$ cat config.mk
export PLATFORM = sky130hd
export DESIGN_NAME = instr_sequencer
export DESIGN_NICKNAME = d
export VERILOG_FILES = /design/src/rtl/instr_sequencer.sv
export SDC_FILE = /design/constraint.sdc
export NUM_CORES = 1
export LEC_CHECK = 0
export BUFFER_PORTS_ARGS = -buffer_cell sky130_fd_sc_hd__buf_2
export CELL_PAD_IN_SITES_DETAIL_PLACEMENT = 1
export CELL_PAD_IN_SITES_GLOBAL_PLACEMENT = 1
export CORE_MARGIN = 1
export CORE_UTILIZATION = 30
export DETAILED_ROUTE_END_ITERATION = 10
export PLACE_DENSITY = 0.79
export SLEW_MARGIN = 10
export SYNTH_ARGS = -nofsm -noshare
export SYNTH_HDL_FRONTEND = slang
export SYNTH_SLANG_ARGS = --single-unit
$ cat constraint.sdc
create_clock -name clk -period 1.75 [get_ports clk]
set_clock_uncertainty 0.2 [all_clocks]
set_input_delay 0.175 -clock clk [delete_from_list [all_inputs] [get_ports clk]]
set_output_delay 0.175 -clock clk [all_outputs]
set_load 0.02 [all_outputs]
$ cat src/rtl/instr_sequencer.sv
// Four-phase (Q1..Q4) instruction sequencer for the 12-bit-instruction core:
// fetch, decode, execute and write strobes, Z flag and skip-if-zero NOP cycle.
//
// state | meaning
// Q1    | fetch: capture instr when run=1, otherwise hold here
// Q2    | decode: alu_op/f_addr presented from IR, ALU registers result
// Q3    | execute: pc_inc, sample alu_result zero-ness
// Q4    | write: reg_we/w_we, Z update, skip evaluation
module instr_sequencer #(
   parameter logic [3:0] SKIP_OP_A = 4'd11,
   parameter logic [3:0] SKIP_OP_B = 4'd15
) (
   input  logic        clk,
   input  logic        reset,
   input  logic        run,
   input  logic [11:0] instr,
   input  logic [7:0]  alu_result,
   output logic [1:0]  phase,
   output logic        ir_load,
   output logic [3:0]  alu_op,
   output logic [6:0]  f_addr,
   output logic        pc_inc,
   output logic        reg_we,
   output logic        w_we,
   output logic        z_flag,
   output logic        nop_cycle
);

   typedef enum logic [1:0] {
      Q1 = 2'd0,
      Q2 = 2'd1,
      Q3 = 2'd2,
      Q4 = 2'd3
   } phase_t;

   phase_t      state, state_nxt;
   logic [11:0] ir;
   logic        skip_pending;
   logic        running;
   logic        res_zero;
   logic        dest_reg;
   logic        z_op;
   logic        skip_op;

   assign phase  = state;
   assign alu_op = ir[11:8];
   assign f_addr = ir[6:0];

   // MOVWF and CLRF always target the register file; others follow d.
   assign dest_reg = (alu_op <= 4'd1) || ir[7];
   assign z_op     = (alu_op >= 4'd1) && (alu_op <= 4'd10);
   assign skip_op  = (alu_op == SKIP_OP_A) || (alu_op == SKIP_OP_B);

   always_ff @(posedge clk or negedge reset) begin
      if (!reset) state <= Q1;
      else        state <= state_nxt;
   end

   always_comb begin
      state_nxt = state;
      ir_load   = 1'b0;
      pc_inc    = 1'b0;
      reg_we    = 1'b0;
      w_we      = 1'b0;
      case (state)
         Q1: begin
            // reset gating keeps ir_load low while reset is held with run=1
            if (run) begin
               state_nxt = Q2;
               ir_load   = reset;
            end
         end
         Q2: state_nxt = Q3;
         Q3: begin
            state_nxt = Q4;
            pc_inc    = running;
         end
         Q4: begin
            state_nxt = Q1;
            if (running && !nop_cycle) begin
               reg_we = dest_reg;
               w_we   = !dest_reg;
            end
         end
         default: state_nxt = Q1;
      endcase
   end

   always_ff @(posedge clk or negedge reset) begin
      if (!reset) begin
         ir           <= 12'd0;
         skip_pending <= 1'b0;
         z_flag       <= 1'b0;
         running      <= 1'b0;
         res_zero     <= 1'b0;
         nop_cycle    <= 1'b0;
      end else begin
         if (ir_load) begin
            ir        <= instr;
            running   <= 1'b1;
            nop_cycle <= skip_pending;
         end
         if (state == Q3)
            res_zero <= (alu_result == 8'd0);
         if (state == Q4) begin
            // a discarded skip instruction never arms another skip
            skip_pending <= skip_op && res_zero && !nop_cycle;
            if (z_op && !nop_cycle)
               z_flag <= res_zero;
         end
      end
   end

endmodule
# [Yosys cells after proc, flatten, opt, wreduce, memory -nomap -nowiden]
# Cells that the tools add are included.
[classes] order_cmp=3 eq_ne=6 muxes=9 reduce_logical=12
[op_table] cell="4-bit equality test (second input constant)" count=2
[op_table] cell="8-bit zero test" count=1
[op_table] cell="2-bit one-hot mux with 4 select lines" count=1
[op_table] cell="1-bit two-way mux" count=7
[op_table] cell="1-bit logical AND" count=5
[op_table] cell="2-bit equality test (second input constant)" count=2
[op_table] cell="4-bit by 1-bit greater-or-equal comparator with 1-bit output (second input constant)" count=1
[op_table] cell="4-bit by 1-bit <= comparator with 1-bit output (second input constant)" count=1
[op_table] cell="4-bit <= comparator (second input constant)" count=1
[op_table] cell="2-bit by 1-bit equality test with 1-bit output (second input constant)" count=1
[op_table] cell="1-bit zero test" count=2
[op_table] cell="2-bit zero test" count=1
[op_table] cell="1-bit logical OR" count=2
[op_table] cell="2-bit two-way mux" count=1
[op_table] cell="2-bit != test (second input constant)" count=1
[op_table] cell="2-bit AND reduction" count=1
[totals] register_bits=19 out_inout_bits=19 wordCells=37

# [Depth between registers and ports, before layout]
# Gate-level depths: netlist of run 1.
[logic_depth] depth_word=5 ltp_mapped=6 depth_no_buf=5

# [Worst setup path before layout of run 1]
# No wires, ideal clock.
[synth_path] path_kind="reg-to-reg" from="register state[0] (netlist: phase[0])" to="register ir[11]" setup_time_ns=0.125 arrival_ns=1.493 path_slack_ns=-0.068 path_stages_with_launch=6 n_path_buf=1 synth_period_minus_slack_ns=1.818 cell_sequence="dfrtp_1 inv_1 ha_1 nand3_2 buf_2 mux2_2"
[synth_via] elab_chain_cells=2
[synth_rtl] item="start: declaration" line="36" rtl="phase_t state, state_nxt;"
[synth_rtl] item="start signal: assignment" line="56" rtl="else state <= state_nxt;"
[synth_rtl] item="2-bit zero test" line="65" rtl="case (state)"
[synth_rtl] item="1-bit two-way mux" line="65"
[synth_rtl] item="end signal: assignment" line="99" rtl="ir <= instr;"
[synth_rtl] item="end: declaration" line="37" rtl="logic [11:0] ir;"
# No other way between the ends.
# A chain may end at the register's enable or synchronous reset.

# [Final worst setup path of run 1]
[layout_path] from="register state[1] (netlist: phase[1])" to="output port pc_inc"
[layout_via] elab_chain_cells=2
[layout_rtl] item="2-bit equality test" line="65"
[layout_rtl] item="1-bit two-way mux" line="65"
[layout_rtl] item="end: declaration" line="22" rtl="output logic pc_inc,"
# No other way between the ends.

==> flow_summary.ini, run 1 <==
[global_route]
antenna_found_initial = 0
gr-total-overflow = 0
grt_usage_pct = 17.20
first_global_vias = 883
grt_pass1_wl_um = 4181
grt_max_degree = 20

[floorplan]
dieArea_um2 = 3269
ios = 42
coreArea_um2 = 2829
fp-row-count = 19
die_w_um = 57.18
initial_utilization_pct = 32.29
dieHeight_um = 57.18

[timing]
drv_slew = 0
period_needed_ns = 1.772
whs_ns = 0.2374
layout_setup_ws_ns = -0.02160
tns_ns = -0.02160
rsz0062_at_grt = yes
setup_viol = 1
fmax_ghz = 0.5645
slew_headroom_pct = 79.93
fin_crit_sh_pct = 101.2
final_hold_viol_count = 0
tightest_slew_ns = 0.2983

[cts]
clk_transition_reported_paths_ns = 0.12
numCtsBuffers = 3
cts_tree = built
clk_path_buf_depth = 2
ctsHtreeMaxLevel = 1
clock_latency_ns = 0.30
cts_root_buf = clkbuf_4
clock_sinks = 19

[min_path]
hp-class = input pin to asynchronous set/reset pin

[place]
numPortBuffers = 41
dp_hpwl_um = 1692
placed_cells = 145
place.gp.congestion = 0.7883

[yosys]
yosysWarnings = 0
yosysUniqueCellTypes = 22
synthCells = 80
synth_area_um2 = 913.4
synth_nets = 106
yosysSeqAreaShare_pct = 52.05
ys_seq_elements = 19
syn_avg_cell_area_um2 = 11.42

[routing]
drc = 2
vias = 825
routed_wl_um = 2861
drtPass1Iterations = 7
drt-initial-drc-count = 21
ant_nets = 0
drt-vias-per-instance = 4.714
wl_per_cell_um = 16.35

[power_and_ir_drop]
pwr-share-seq_pct = 33.2
totalPowerFinal_mw = 2.277
p_switching_mw = 0.9639
p_int_mw = 1.314
swShare_pct = 42.32
ir_drop_mv = 0.6080
clkPwrFrac_pct = 10.0
power_leakage_nw = 0.7233
combPwrFrac_pct = 56.8
powerDensity_nw_per_um2 = 1531

[setup_path]
slowest_stage = dfrtp_2
crit_family = flip-flops
reg2reg_depth = 3
cp-start-kind = register
crit_buf_inv = 2
cp.depth = 4
worstPathCellList = buf_4 > ha_4 > and2_1 > buf_4
cpMostUsedCell = buf_4
worstPathRequired_ns = 1.37
cp_slowest_stage_delay_ns = 0.45
endpoint_kind = output port
crit_fanout = 4
worstSetupPathType = register to output port
arrival_ns = 1.40

[flow_run]
maxCapViolations = 0

[cells_and_area]
syn2layout_area_growth_pct = 62.88
drive_gt1_share_pct = 58.33
nNetsFinal = 171
layout.cells.non_filler = 175
diodes = 0

[run_status]
failed_checks = design-rule violations, negative setup slack
status = complete, but fails checks
==> final timing paths <==
check | startpoint | end | slack [ns]
max | phase[1] | pc_inc | -0.02
min | reset | z_flag | 0.24
max reg2reg | ir[10] | z_flag | 0.07
min reg2reg | ir[4] | ir[4] | 0.32
max in group asynchronous | reset | phase[1] | 0.89
min in group clk | alu_result[7] | res_zero | 0.30
==> worst register-to-register path, cell delays in order (launching register included) <==
cell	delay [ns]
dfrtp_2	0.46
or4_1	0.49
nand4_1	0.11
mux2_1	0.32
==> metrics by stage <==
step           worst slack (ns)  cell area (um2)  utilization, %
2_1_floorplan          0.002747            920.9               -
3_3_place_gp             0.1271             1115           39.41
4_1_cts                -0.01284             1428           50.46
5_1_grt                -0.07672             1488           52.59
3_5_place_dp            0.07787             1115           39.41
6_report               -0.02160             1488           52.59
==> what timing repair did <==
action	CTS	global route
buffers inserted	4	3
hold endpoints to repair	34	0
gates resized for setup	15	12
setup endpoints to repair	3	6
hold buffers	20	0
pin swaps	2	1
==> layer usage <==
metal	GRT usage (%)	part of all wire [%]	up-vias	wire, um
met4	6.969	1.5	0	42
met1	21.74	45	416	1275
met5	0	0	-	0
met2	29.24	51	19	1469
li1	-	-	386	-
met3	2.948	2.6	4	74
==> cell usage in the layout, fill, tap and decap left out <==
cell | netlist | layout
buf_2 | 1 | 37
dlygate4sd3_1 | 0 | 19
dfrtp_1 | 19 | 16
mux2_2 | 12 | 12
buf_4 | 11 | 12
inv_2 | 0 | 3
nor2_1 | 4 | 3
inv_1 | 6 | 3
nand2_1 | 4 | 3
nand3_1 | 3 | 3
o21ai_0 | 3 | 3
ha_4 | 0 | 3
clkbuf_4 | 0 | 3
dfrtp_2 | 0 | 3
buf_6 | 0 | 3
nor2b_4 | 0 | 1
nand2_2 | 0 | 1
nor3_4 | 0 | 1
nor3_2 | 0 | 1
nor2_2 | 0 | 1
and2_1 | 1 | 1
nand3_4 | 0 | 1
o22ai_1 | 1 | 1
nand2b_1 | 1 | 1
nor4_2 | 0 | 1
nor4_1 | 2 | 1
a21oi_1 | 1 | 1
o31ai_1 | 1 | 1
or4_1 | 1 | 1
nand4_1 | 1 | 1
mux2_1 | 1 | 1
clkinv_2 | 0 | 1
dlymetal6s4s_1 | 0 | 1
==> synthesized netlist by cell type <==
cell	number	share of area [%]
a21oi_1	1	0.55
and2_1	1	0.69
buf_2	1	0.55
buf_4	11	9.0
dfrtp_1	19	52
ha_1	3	4.1
inv_1	6	2.5
mux2_1	1	1.2
mux2_2	12	15
nand2_1	4	1.6
nand2b_1	1	0.69
nand3_1	3	1.6
nand3_2	1	1.1
nand4_1	1	0.69
nor2_1	4	1.6
nor2b_1	1	0.69
nor3_1	2	1.1
nor4_1	2	1.4
o21ai_0	3	1.6
o22ai_1	1	0.69
o31ai_1	1	0.82
or4_1	1	0.82
==> kinds of logic (layout without fill, tap and decap cells) <==
group           Yosys count  count (layout)  share of synthesized area [%]
compound gates            6               6                          3.698
flops                    19              19                          52.06
simple gates             21              21                          12.06
buf+inv                  18              82                          12.05
fa+ha+maj                 3               3                          4.110
mux                      13              13                          16.03
==> registers in the layout, summed over array words and instances, names as in the netlist <==
name          flops
phase             2
running           1
z_flag            1
skip_pending      1
nop_cycle         1
ir               12
res_zero          1
==> power by group through the flow <==
stage / Combinational (mW) / Clock (mW) / Sequential (mW)
floorplan: 0.755 / 0 / 0.763
global route: 1.38 / 0.256 / 0.779
detailed placement: 0.966 / 0 / 0.746
CTS: 1.13 / 0.231 / 0.750
finish: 1.29 / 0.228 / 0.755
global placement: 0.931 / 0 / 0.728
==> area by class of cell <==
| type | instances | area, um2 |
|---|---|---|
| clock buffer | 3 | 22.52 |
| clock inverter | 1 | 5.005 |
| fill | 307 | 1341 |
| inverter | 6 | 22.52 |
| multi-input combinational | 43 | 407.9 |
| sequential | 19 | 479.2 |
| tap | 31 | 38.79 |
| timing repair buffer | 72 | 511.7 |
No activity file was read; power rests on OpenSTA's default activity.
==> run 2, diff against run 1 <==
--- a/config.mk
+++ b/config.mk
@@ -11,7 +11,7 @@
 export CORE_MARGIN = 1
 export CORE_UTILIZATION = 30
 export DETAILED_ROUTE_END_ITERATION = 10
-export PLACE_DENSITY = 0.79
+export PLACE_DENSITY = 0.71
 export SLEW_MARGIN = 10
 export SYNTH_ARGS = -nofsm -noshare
 export SYNTH_HDL_FRONTEND = slang
==> flow_summary.ini, run 2 (same netlist as run 1, synthesis figures left out) <==
[timing]
fin_crit_sh_pct = 101.2
slew_headroom_pct = 77.10
period_needed_ns = 1.771
rsz0062_at_grt = yes
tns_ns = -0.02607
fmax_ghz = 0.5646
tightest_slew_ns = 0.3403
whs_ns = 0.2347
layout_setup_ws_ns = -0.02103
final_hold_viol_count = 0
drv_slew = 0
setup_viol = 2

[setup_path]
arrival_ns = 1.40
cp_slowest_stage_delay_ns = 0.46
cp-start-kind = register
endpoint = ir_load
endpoint_kind = output port
reg2reg_depth = 3
startpoint = phase[0]
worstReg2RegStart = ir[10]
cpMostUsedCell = inv_2
crit_fanout = 5
worstSetupPathType = register to output port
r2r_end = z_flag
slowest_stage = dfrtp_2
worstPathCellList = inv_2 > ha_4 > nand3_4 > buf_12 > inv_2 > buf_6
worstPathRequired_ns = 1.37
rrSetupSlack_ns = 0.03

[power_and_ir_drop]
power_leakage_nw = 0.7540
ir_drop_mv = 0.5329
powerDensity_nw_per_um2 = 1535
totalPowerFinal_mw = 2.386

[global_route]
grt_use_met2_pct = 34.29
grt_max_degree = 20
grt_usage_pct = 18.45
top_usage_layer = met2
gr-total-overflow = 0
grt_use_met1_pct = 20.87
grt_pass1_wl_um = 4436
antenna_found_initial = 0
grt_use_met3_pct = 3.175
first_global_vias = 932

[floorplan]
coreArea_um2 = 2829
fp-row-count = 19
dieArea_um2 = 3269
die_w_um = 57.18
initial_utilization_pct = 32.29
ios = 42
dieHeight_um = 57.18

[min_path]
hp-class = input pin to asynchronous set/reset pin

[place]
dp_hpwl_um = 1590
placed_cells = 145
placed_cell_area_um2 = 1127
place.gp.congestion = 0.7505
pre_cts_slack_ns = 0.1060
numPortBuffers = 41

[cells_and_area]
nFillCells = 302
largest_reg_flops = 12
regMostFlops = ir
layout_common_cells = 37 x buf_2, 19 x dlygate4sd3_1, 16 x dfrtp_1
layout.cells.non_filler = 179
syn2layout_area_growth_pct = 70.14
fin_util_pct = 54.93
final_common_cell = buf_2
nNetsFinal = 175
drive_gt1_share_pct = 60.81
fin_area_um2 = 1554
diodes = 0

[cts]
clock_latency_ns = 0.30
cts_root_buf = clkbuf_4
clock_sinks = 19
ctsHtreeMaxLevel = 1
cts_tree = built
clk_path_buf_depth = 2
clk_transition_reported_paths_ns = 0.11
numCtsBuffers = 3

[routing]
wl_per_cell_um = 16.21
routed_wl_um = 2902
vias = 853
ant_nets = 0
drc = 4
drt-vias-per-instance = 4.765
drtPass1Iterations = 7
drt-initial-drc-count = 35

[flow_run]
maxCapViolations = 0

[run_status]
status = complete, but fails checks
failed_checks = design-rule violations, negative setup slack
## run 2: repair_timing
action,4_1_cts,5_1_grt
hold endpoints to repair,33,0
hold buffers,20,0
pin swaps,3,2
setup endpoints to repair,3,6
gates cloned,0,0
setup buffers,6,4
resized for setup,17,15
## run 2: worst max-delay path: cells and delay by family (launching register included)
kind | cells | cell delay (ns)
DFF | 1 | 0.46
buffers and inverters | 4 | 0.40
adders and majority gates | 1 | 0.16
and+or+nand+nor | 1 | 0.08
## run 2: power breakdown
part	internal, mW	switching [mW]
combinational	0.690	0.704
sequential	0.617	0.145
clock	0.0889	0.140
total	1.40	0.990
## run 2: worst min path at each step
stage	slack (ns)	start	end	cells after the start
5_1_grt	0.26	reset	skip_pending	3
6_report	0.23	reset	ir[8]	3
4_1_cts	0.22	reset	ir[3]	3
3_3_place_gp	-0.008	reset	skip_pending	2
3_5_place_dp	-0.006	reset	nop_cycle	2
2_1_floorplan	-0.32	reset	ir[0]	0
## run 2: layer usage
metal / share of wire [%] / up-vias / routed length [um]
met3: 3.2 / 4 / 94
li1: - / 394 / -
met5: 0 / - / 0
met1: 41 / 435 / 1181
met4: 1.4 / 0 / 42
met2: 55 / 20 / 1583
## run 2: layout make-up
class / count / area [um2] / share of cell area [%]
inverter: 6 / 22.52 / 1.449
timing repair buffer: 76 / 561.8 / 36.15
clock buffer: 4 / 26.28 / 1.691
tap: 31 / 38.79 / 2.496
multi-input combinational: 43 / 425.4 / 27.38
sequential: 19 / 479.2 / 30.84
==> run 3, diff against run 2 <==
--- a/config.mk
+++ b/config.mk
@@ -5,13 +5,16 @@
 export SDC_FILE = /design/constraint.sdc
 export NUM_CORES = 1
 export LEC_CHECK = 0
+export ABC_AREA = 1
 export BUFFER_PORTS_ARGS = -buffer_cell sky130_fd_sc_hd__buf_2
 export CELL_PAD_IN_SITES_DETAIL_PLACEMENT = 1
 export CELL_PAD_IN_SITES_GLOBAL_PLACEMENT = 1
 export CORE_MARGIN = 1
-export CORE_UTILIZATION = 30
+export CORE_UTILIZATION = 29
 export DETAILED_ROUTE_END_ITERATION = 10
-export PLACE_DENSITY = 0.71
+export PLACE_DENSITY = 0.72
+export RECOVER_POWER = 50
+export REMOVE_ABC_BUFFERS = 1
 export SLEW_MARGIN = 10
 export SYNTH_ARGS = -nofsm -noshare
 export SYNTH_HDL_FRONTEND = slang
==> flow_summary.ini, run 3 <==
[floorplan]
coreArea_um2 = 3078
initial_utilization_pct = 30.65
dieHeight_um = 59.04
die_w_um = 59.04
dieArea_um2 = 3485
ios = 42
fp-row-count = 20

[power_and_ir_drop]
combPwrFrac_pct = 52.4
totalPowerFinal_mw = 2.115
p_int_mw = 1.124
swShare_pct = 46.85
power_leakage_nw = 0.7385
clkPwrFrac_pct = 11.3
pwr-share-seq_pct = 36.4
ir_drop_mv = 0.5279
p_switching_mw = 0.9906
powerDensity_nw_per_um2 = 1461

[routing]
routed_wl_um = 3196
ant_nets = 0
vias = 970
drt-vias-per-instance = 4.491
wl_per_cell_um = 14.80
drt-initial-drc-count = 19
drtPass1Iterations = 2
drc = 0

[place]
dp_hpwl_um = 1846
place.gp.congestion = 0.7545
numPortBuffers = 41

[setup_path]
crit_fanout = 3
rrSetupSlack_ns = 0.16
arrival_ns = 1.42
cp-start-kind = register
worstSetupPathType = register to output port
worstPathRequired_ns = 1.37
endpoint_kind = output port

[cells_and_area]
largest_reg_flops = 12
regMostFlops = ir
final_common_cell = nand2_1
drive_gt1_share_pct = 30.23
syn2layout_area_growth_pct = 53.45
layout_common_cells = 44 x nand2_1, 32 x buf_2, 21 x dlygate4sd3_1
multi_input_area_um2 = 400.4
nNetsFinal = 199
fin_util_pct = 47.03
seq_area_um2 = 476.7
nFillCells = 394
diodes = 0

[timing]
tightest_slew_ns = 0.5150
slew_headroom_pct = 65.66
layout_setup_ws_ns = -0.04762
rsz0062_at_grt = yes
fmax_ghz = 0.5563
final_hold_viol_count = 0
whs_ns = 0.1183
period_needed_ns = 1.798
drv_slew = 0
tns_ns = -0.04762
setup_viol = 1
fin_crit_sh_pct = 102.7

[flow_run]
maxCapViolations = 0

[yosys]
yosysUniqueCellTypes = 17
ys_seq_elements = 19
synthTopCellsByCount = 44 x nand2_1, 19 x dfrtp_1, 11 x buf_4
synth_top_area_share_pct = 50.40
synth_area_um2 = 943.4
yosysMostFrequentCell = nand2_1
synth_area_leaders = dfrtp_1 50%, nand2_1 18%, buf_4 8.8%, ha_1 4.0%, inv_1 3.6%
synthFlopType = dfrtp_1
synth_top_cell_by_area = dfrtp_1
yosysWarnings = 0
yosysSeqAreaShare_pct = 50.40
syn_avg_cell_area_um2 = 8.275
synthCells = 114
async_reset_ff_share_pct = 100.0
synth_edf_count = 0

[global_route]
grt_pass1_wl_um = 4857
antenna_found_initial = 0
grt_use_met3_pct = 2.838
first_global_vias = 1065
gr-total-overflow = 0
grt_use_met2_pct = 35.55
top_usage_layer = met2
grt_max_degree = 20
grt_use_met1_pct = 21.10
grt_usage_pct = 19.34

[run_status]
status = complete, but fails checks
failed_checks = negative setup slack

[min_path]
hp-class = input pin to register

[cts]
ctsHtreeMaxLevel = 1
clock_sinks = 19
clk_path_buf_depth = 2
clock_latency_ns = 0.31
numCtsBuffers = 3
clk_transition_reported_paths_ns = 0.11
cts_root_buf = clkbuf_4
cts_tree = built
[run 3: changes by cell type in the layout (fill, tap and decap cells not counted), moves of 5 or more]
cell      delta
inv_1        +5
buf_2        -5
nor2_1       +5
buf_6        -5
nand2_1     +41
buf_4        -7
mux2_2      -12
clkbuf_1     +7
[run 3: cell type report]
cell class	instances	area share, %
clock buffer	4	1.815
timing repair buffer	67	30.86
inverter	10	2.939
tap	44	3.803
sequential	19	32.93
multi-input combinational	72	27.66
[run 3: kinds of logic (layout without fill, tap and decap cells)]
group / after synthesis / after routing / synth area share [%]
AO/OA/AOI/OAI: 9 / 9 / 5.304
AND/OR/NAND/NOR: 60 / 60 / 25.73
flip-flops: 19 / 19 / 50.40
buffers and inverters: 23 / 81 / 14.59
adder cells (fa/ha/maj): 3 / 3 / 3.979
[run 3: timing repair]
item | in CTS | in global routing
setup buffers | 2 | 1
pin swaps | 1 | 2
resized for setup | 7 | 10
hold buffers | 21 | 0
endpoints found under the setup margin | 3 | 4
endpoints found under the hold margin | 32 | 0
[run 3: per-layer routing]
| metal | routed length (um) | vias to the layer above |
|---|---|---|
| met5 | 0 | - |
| met4 | 112 | 0 |
| met3 | 126 | 9 |
| met2 | 1687 | 29 |
| met1 | 1269 | 473 |
| li1 | - | 459 |
[run 3: power by group through the flow]
stage	logic [mW]	registers (mW)	clock network [mW]
finish	1.11	0.769	0.238
global route	1.21	0.788	0.254
CTS	0.997	0.750	0.235
detailed placement	0.902	0.745	0
global placement	0.868	0.731	0
floorplan	0.382	0.914	0
[run 3: path summary, 6_finish.rpt]
check	startpoint	endpoint	cells past startpoint
setup reg to reg	phase[1]	running	6
hold reg to reg	ir[6]	ir[6]	2
setup / recovery	phase[1]	w_we	4
max in group asynchronous	reset	phase[0]	3
hold / removal	run	phase[1]	4
min in group asynchronous	reset	ir[2]	3
[run 3: per-stage QoR]
| step | setup WS, ns | std cells | area, um2 |
|---|---|---|---|
| floorplan | -0.02593 | 101 | 844.6 |
| global placement | 0.2431 | 188 | 1120 |
| detailed placement | 0.1881 | 188 | 1120 |
| CTS | -0.003773 | 215 | 1400 |
| global route | -0.09648 | 216 | 1448 |
| finish | -0.04762 | 216 | 1448 |
[run 3: worst max-delay path, stage by stage (launching register included)]
cell      delay, ns
dfrtp_1        0.44
ha_4           0.19
nand3_4        0.08
a211oi_2       0.23
buf_4          0.18
